## src/rtl/data_mem_ctrl.sv

```systemverilog
// MEM-stage data-memory port sequencer: req/gnt/rvalid handshake, byte-lane steering,
// misalignment detection and load extraction. One access in flight at a time.
module data_mem_ctrl #(
  parameter int unsigned DATA_WIDTH = 32
) (
  input  logic                  clk_i,
  input  logic                  rst_i,
  input  logic                  req_i,
  input  logic                  we_i,
  input  logic [1:0]            type_i,
  input  logic                  sign_ext_i,
  input  logic [DATA_WIDTH-1:0] addr_i,
  input  logic [DATA_WIDTH-1:0] wdata_i,
  output logic [DATA_WIDTH-1:0] rdata_o,
  output logic                  valid_o,
  output logic                  busy_o,
  output logic                  err_o,
  output logic                  data_req_o,
  input  logic                  data_gnt_i,
  input  logic                  data_rvalid_i,
  output logic [DATA_WIDTH-1:0] data_addr_o,
  output logic                  data_we_o,
  output logic [3:0]            data_be_o,
  output logic [DATA_WIDTH-1:0] data_wdata_o,
  input  logic [DATA_WIDTH-1:0] data_rdata_i
);

  typedef enum logic [1:0] {StIdle, StWaitGnt, StWaitRvalid} state_e;

  state_e                state_q;
  logic                  we_q;
  logic [1:0]            type_q;
  logic                  sext_q;
  logic [1:0]            off_q;
  logic [3:0]            be_q;
  logic [DATA_WIDTH-1:0] wdata_q;
  logic [DATA_WIDTH-1:0] addr_q;

  logic                  misaligned;
  logic                  accept;
  logic [3:0]            be_in;
  logic [DATA_WIDTH-1:0] wdata_in;
  logic [DATA_WIDTH-1:0] shifted;
  logic [DATA_WIDTH-1:0] load_ext;

  always_comb begin
    misaligned = 1'b0;
    be_in      = 4'b0000;
    wdata_in   = wdata_i;
    unique case (type_i)
      2'b00: begin
        misaligned = (addr_i[1:0] != 2'b00);
        be_in      = 4'b1111;
      end
      2'b01: begin
        misaligned = addr_i[0];
        be_in      = addr_i[1] ? 4'b1100 : 4'b0011;
        wdata_in   = {2{wdata_i[15:0]}};
      end
      2'b10: begin
        be_in    = 4'b0001 << addr_i[1:0];
        wdata_in = {4{wdata_i[7:0]}};
      end
      default: misaligned = 1'b1;
    endcase
  end

  assign accept = (state_q == StIdle) && req_i && !misaligned;

  always_ff @(posedge clk_i or posedge rst_i) begin
    if (rst_i) begin
      state_q <= StIdle;
      we_q    <= 1'b0;
      type_q  <= 2'b00;
      sext_q  <= 1'b0;
      off_q   <= 2'b00;
      be_q    <= 4'b0000;
      wdata_q <= '0;
      addr_q  <= '0;
    end else begin
      unique case (state_q)
        StIdle: begin
          if (accept) begin
            we_q    <= we_i;
            type_q  <= type_i;
            sext_q  <= sign_ext_i;
            off_q   <= addr_i[1:0];
            be_q    <= be_in;
            wdata_q <= wdata_in;
            addr_q  <= {addr_i[DATA_WIDTH-1:2], 2'b00};
            state_q <= data_gnt_i ? StWaitRvalid : StWaitGnt;
          end
        end
        StWaitGnt: if (data_gnt_i) state_q <= StWaitRvalid;
        StWaitRvalid: if (data_rvalid_i) state_q <= StIdle;
        default: state_q <= StIdle;
      endcase
    end
  end

  // Sub-word loads are shifted down to lane 0 before extension.
  always_comb begin
    shifted = data_rdata_i >> {off_q, 3'b000};
    unique case (type_q)
      2'b10:   load_ext = {{24{sext_q & shifted[7]}}, shifted[7:0]};
      2'b01:   load_ext = {{16{sext_q & shifted[15]}}, shifted[15:0]};
      default: load_ext = data_rdata_i;
    endcase
  end

  // Every output is gated by rst_i since the IDLE request path is combinational.
  always_comb begin
    data_req_o   = 1'b0;
    data_addr_o  = '0;
    data_we_o    = 1'b0;
    data_be_o    = 4'b0000;
    data_wdata_o = '0;
    valid_o      = 1'b0;
    busy_o       = 1'b0;
    err_o        = 1'b0;
    rdata_o      = '0;
    if (!rst_i) begin
      if (accept) begin
        data_req_o   = 1'b1;
        data_addr_o  = {addr_i[DATA_WIDTH-1:2], 2'b00};
        data_we_o    = we_i;
        data_be_o    = be_in;
        data_wdata_o = wdata_in;
        busy_o       = 1'b1;
      end else if (state_q == StWaitGnt) begin
        data_req_o   = 1'b1;
        data_addr_o  = addr_q;
        data_we_o    = we_q;
        data_be_o    = be_q;
        data_wdata_o = wdata_q;
        busy_o       = 1'b1;
      end else if (state_q == StWaitRvalid) begin
        valid_o = data_rvalid_i;
        busy_o  = !data_rvalid_i;
        if (data_rvalid_i && !we_q) rdata_o = load_ext;
      end
      err_o = (state_q == StIdle) && req_i && misaligned;
    end
  end

endmodule

```

## config.mk

```make
export PLATFORM = sky130hd
export DESIGN_NAME = data_mem_ctrl
export DESIGN_NICKNAME = d
export VERILOG_FILES = /design/src/rtl/data_mem_ctrl.sv
export SDC_FILE = /design/constraint.sdc
export NUM_CORES = 1
export LEC_CHECK = 0
export ABC_AREA = 1
export CAP_MARGIN = 20
export CORE_MARGIN = 4
export CORE_UTILIZATION = 44
export DETAILED_ROUTE_END_ITERATION = 16
export PLACE_DENSITY = 0.83
export RECOVER_POWER = 25
export REMOVE_ABC_BUFFERS = 1
export SKIP_LAST_GASP = 1
export SYNTH_ARGS = -nofsm -noshare
export SYNTH_HDL_FRONTEND = slang
export SYNTH_SLANG_ARGS = --single-unit
export TNS_END_PERCENT = 30
```

## constraint.sdc

```tcl
create_clock -name clk_i -period 4.8 [get_ports clk_i]
set_clock_uncertainty 0.2 [all_clocks]
set_input_delay 0.96 -clock clk_i [delete_from_list [all_inputs] [get_ports clk_i]]
set_output_delay 0.96 -clock clk_i [all_outputs]
set_load 0.01 [all_outputs]
```

==> results of run 1 <==
==> critical path: stages <==
cell	delay, ns
clkdlybuf4s50_1	0.47
inv_1	0.11
ha_1	0.17
o21ai_1	0.07
nand3_1	0.15
nor2_4	0.07
buf_12	0.17
o21ai_0	0.56
o21ai_0	0.20
clkdlybuf4s50_1	0.53
==> through the flow <==
stage | cells | worst slack (ns) | util | hold WS [ns]
floorplan | 753 | 0.342 | - | 0.242
global placement | 1118 | 0.227 | 0.638 | 0.253
detailed placement | 1118 | 0.165 | 0.638 | 0.259
CTS | 1134 | 0.158 | 0.667 | 0.275
global route | 1134 | 0.0341 | 0.667 | 0.292
finish | 1134 | 0.165 | 0.667 | 0.273
==> cells in the mapped netlist <==
cell type	count
or2_0	1
nand2_1	347
o21ai_1	3
a21oi_1	56
ha_1	6
nor2_2	10
buf_2	19
nor2_4	1
clkbuf_1	20
o21ai_0	84
nand2_2	2
nand3_1	29
buf_4	10
a22oi_1	7
or2_2	6
inv_4	3
buf_1	3
nor2_1	88
o211ai_1	1
nor2_8	1
nor4_4	1
a31oi_1	2
conb_1	1
buf_6	3
inv_1	24
nor3_1	5
dfrtp_1	74
==> registers in the layout (all words and copies together) (netlist names) <==
| signal | count |
|---|---|
| off_q | 2 |
| state_q | 2 |
| sext_q | 1 |
| wdata_q | 32 |
| addr_q | 30 |
| type_q | 2 |
| we_q | 1 |
| be_q | 4 |
==> routing by layer <==
layer / vias up / routed length [um] / share of wire / track usage
li1: 2926 / - / - / -
met1: 2636 / 6860 / 0.42 / 0.319
met2: 221 / 7480 / 0.46 / 0.386
met3: 27 / 1560 / 0.096 / 0.0642
met4: 0 / 388 / 0.024 / 0.0822
met5: - / 0 / 0 / 0
==> worst max-delay path by stage <==
stage | end | slack (ns)
after detailed placement | busy_o | 0.17
after global routing | busy_o | 0.03
after CTS | busy_o | 0.16
after floorplan | data_be_o[1] | 0.34
final | busy_o | 0.17
after global placement | busy_o | 0.23
==> layout make-up <==
type | instances | area (um2)
Timing Repair Buffer | 222 | 2250
Inverter | 27 | 110
Clock buffer | 10 | 239
Tap cell | 143 | 179
Fill cell | 1012 | 3790
Multi-Input combinational cell | 652 | 2860
Clock inverter | 6 | 95.1
Sequential cell | 74 | 1850
==> cells by family (layout without fill, tap and decap cells) <==
kind of cell / Yosys count / after routing / synth area share
AND/OR/NAND/NOR: 491 / 491 / 0.388
AO/OA/AOI/OAI: 153 / 153 / 0.155
buffers and inverters: 82 / 265 / 0.0784
flip-flops: 74 / 74 / 0.364
adder cells (fa/ha/maj): 6 / 6 / 0.0147
other: 1 / 2 / 0.000736
==> where the power goes <==
group	switching, mW	internal, mW
Sequential	0.189	0.919
Combinational	1.07	0.752
Clock	0.279	0.475
==> run_results.csv, run 1 <==
group,metric,value,unit
clock_network,insertion_delay,0.33,ns
clock_network,cts_setup_buffers,0,
timing,relSlewSlack,-0.249,
clock_network,numCtsBuffers,9,
worst_setup_path,critPathLaunchType,"input pin",
run,max_cap_viol_count,1,
timing,tns,0,ns
floorplan,die_w,116,um
layout,fin_nets,1097,
pwr,power_density,486,mW/mm2
detailed_routing,dr.pass1.iters,5,
detailed_routing,wl,16.3,mm
clock_network,root_buffer,"clkbuf_16",
timing,finalCriticalPeriod,4.63,ns
layout,diodes,0,
pwr,fin_total_pwr,3.69,mW
worst_setup_path,cp_max_fo,33,
worst_setup_path,critPathCaptureType,"primary output",
detailed_routing,drc,0,
timing,hold_viol,0,
layout,drive_gt1_frac,0.0575,
place,placed_cell_area,0.00725,mm2
worst_setup_path,reg2reg_from,"state_q[1]$_DFFE_PP0P_",
timing,maxSlewViolCount,75,
pwr,ir_drop,0.267,mV
timing,setup_viol,0,
floorplan,die_area,0.0134,mm2
worst_setup_path,r2r_cells,7,
floorplan,ioPinCount,210,
global_route,grt_first_pass_wirelength,26.2,mm
clock_network,ctsResizeCount,0,
outcome,run_status,"complete, but fails checks",
detailed_routing,vias_per_cell,5.12,
timing,worst_pin_slew,1.87,ns
clock_network,clk_pin_slew,0.06,ns
logic_synthesis,synth_cell_type_count,27,
place,place_hpwl,11.5,mm
logic_synthesis,yosysTopAreaCellShare,0.364,
logic_synthesis,syn_area,0.00509,mm2
global_route,overflow,0,
outcome,violations,"capacitance limit, slew limit",
hold_path,min_to,"addr_q[17]$_DFFE_PP0P_",
layout,syn_to_final_growth,48.9,%
hold_path,min_path_type,"register to register",
clock_network,htree_num_levels,3,
floorplan,core,0.0114,mm2
layout,final_common_cell,"nand2_1",
floorplan,initial_core_util,0.448,
logic_synthesis,ys_ff_latch,74,
detailed_routing,wl_per_cell,14.4,um
detailed_routing,vias,5810,
worst_setup_path,worstSetupPathType,"input pin to primary output",
layout,final_area,0.00758,mm2
worst_setup_path,crit_required,3.64,ns
worst_setup_path,worstSetupStartpoint,"type_i[0]",
hold_path,worstHoldStart,"addr_q[17]$_DFFE_PP0P_",
logic_synthesis,yosys.area.top_type,"dfrtp_1",
worst_setup_path,crit_arrival,3.47,ns
floorplan,num_rows,39,
logic_synthesis,syn_inst,807,
pwr,leakage,3.40,nW
place,port_buffers,207,
global_route,antenna_found_initial,0,
floorplan,die_h,116,um
global_route,grt_pass1_vias,5428,
global_route,grt_use_total,0.242,
logic_synthesis,seq_area_frac_synth,0.364,
timing,finalCritPeriodShare,0.966,
timing,fmax,216,MHz
logic_synthesis,yosysWarnings,0,
hold_path,hold_path_depth,2,
clock_network,cts.sinks,74,
timing,rsz0062_at_grt,"no",
logic_synthesis,synth.avg_cell_area,6.31,um2
place,gp_congestion,0.915,
global_route,grt_max_degree,75,
worst_setup_path,r2r_end,"be_q[2]$_DFFE_PP0P_",
worst_setup_path,reg2reg_setup_slack,2.95,ns
clock_network,tritoncts,"done",
logic_synthesis,synth_area_leaders,"dfrtp_1 36%, nand2_1 26%, o21ai_0 8.3%, nor2_1 6.5%, a21oi_1 5.5%",
layout,final_cell_mix,"347 x nand2_1, 206 x clkdlybuf4s50_1, 87 x nor2_1",
clock_network,ctsHoldBuffers,0,
detailed_routing,drtIter0Drc,642,
clock_network,cts_max_path_buffers,2,
detailed_routing,antenna_left,0,
No activity file was read; power rests on OpenSTA's default activity.
==> inputs of run 2 (changes only) <==
--- a/config.mk
+++ b/config.mk
@@ -6,7 +6,6 @@
 export NUM_CORES = 1
 export LEC_CHECK = 0
 export ABC_AREA = 1
-export CAP_MARGIN = 20
 export CORE_MARGIN = 4
 export CORE_UTILIZATION = 44
 export DETAILED_ROUTE_END_ITERATION = 16
==> results of run 2 <==
Same layout as run 1: the final DEF is identical, and so are final timing and power.
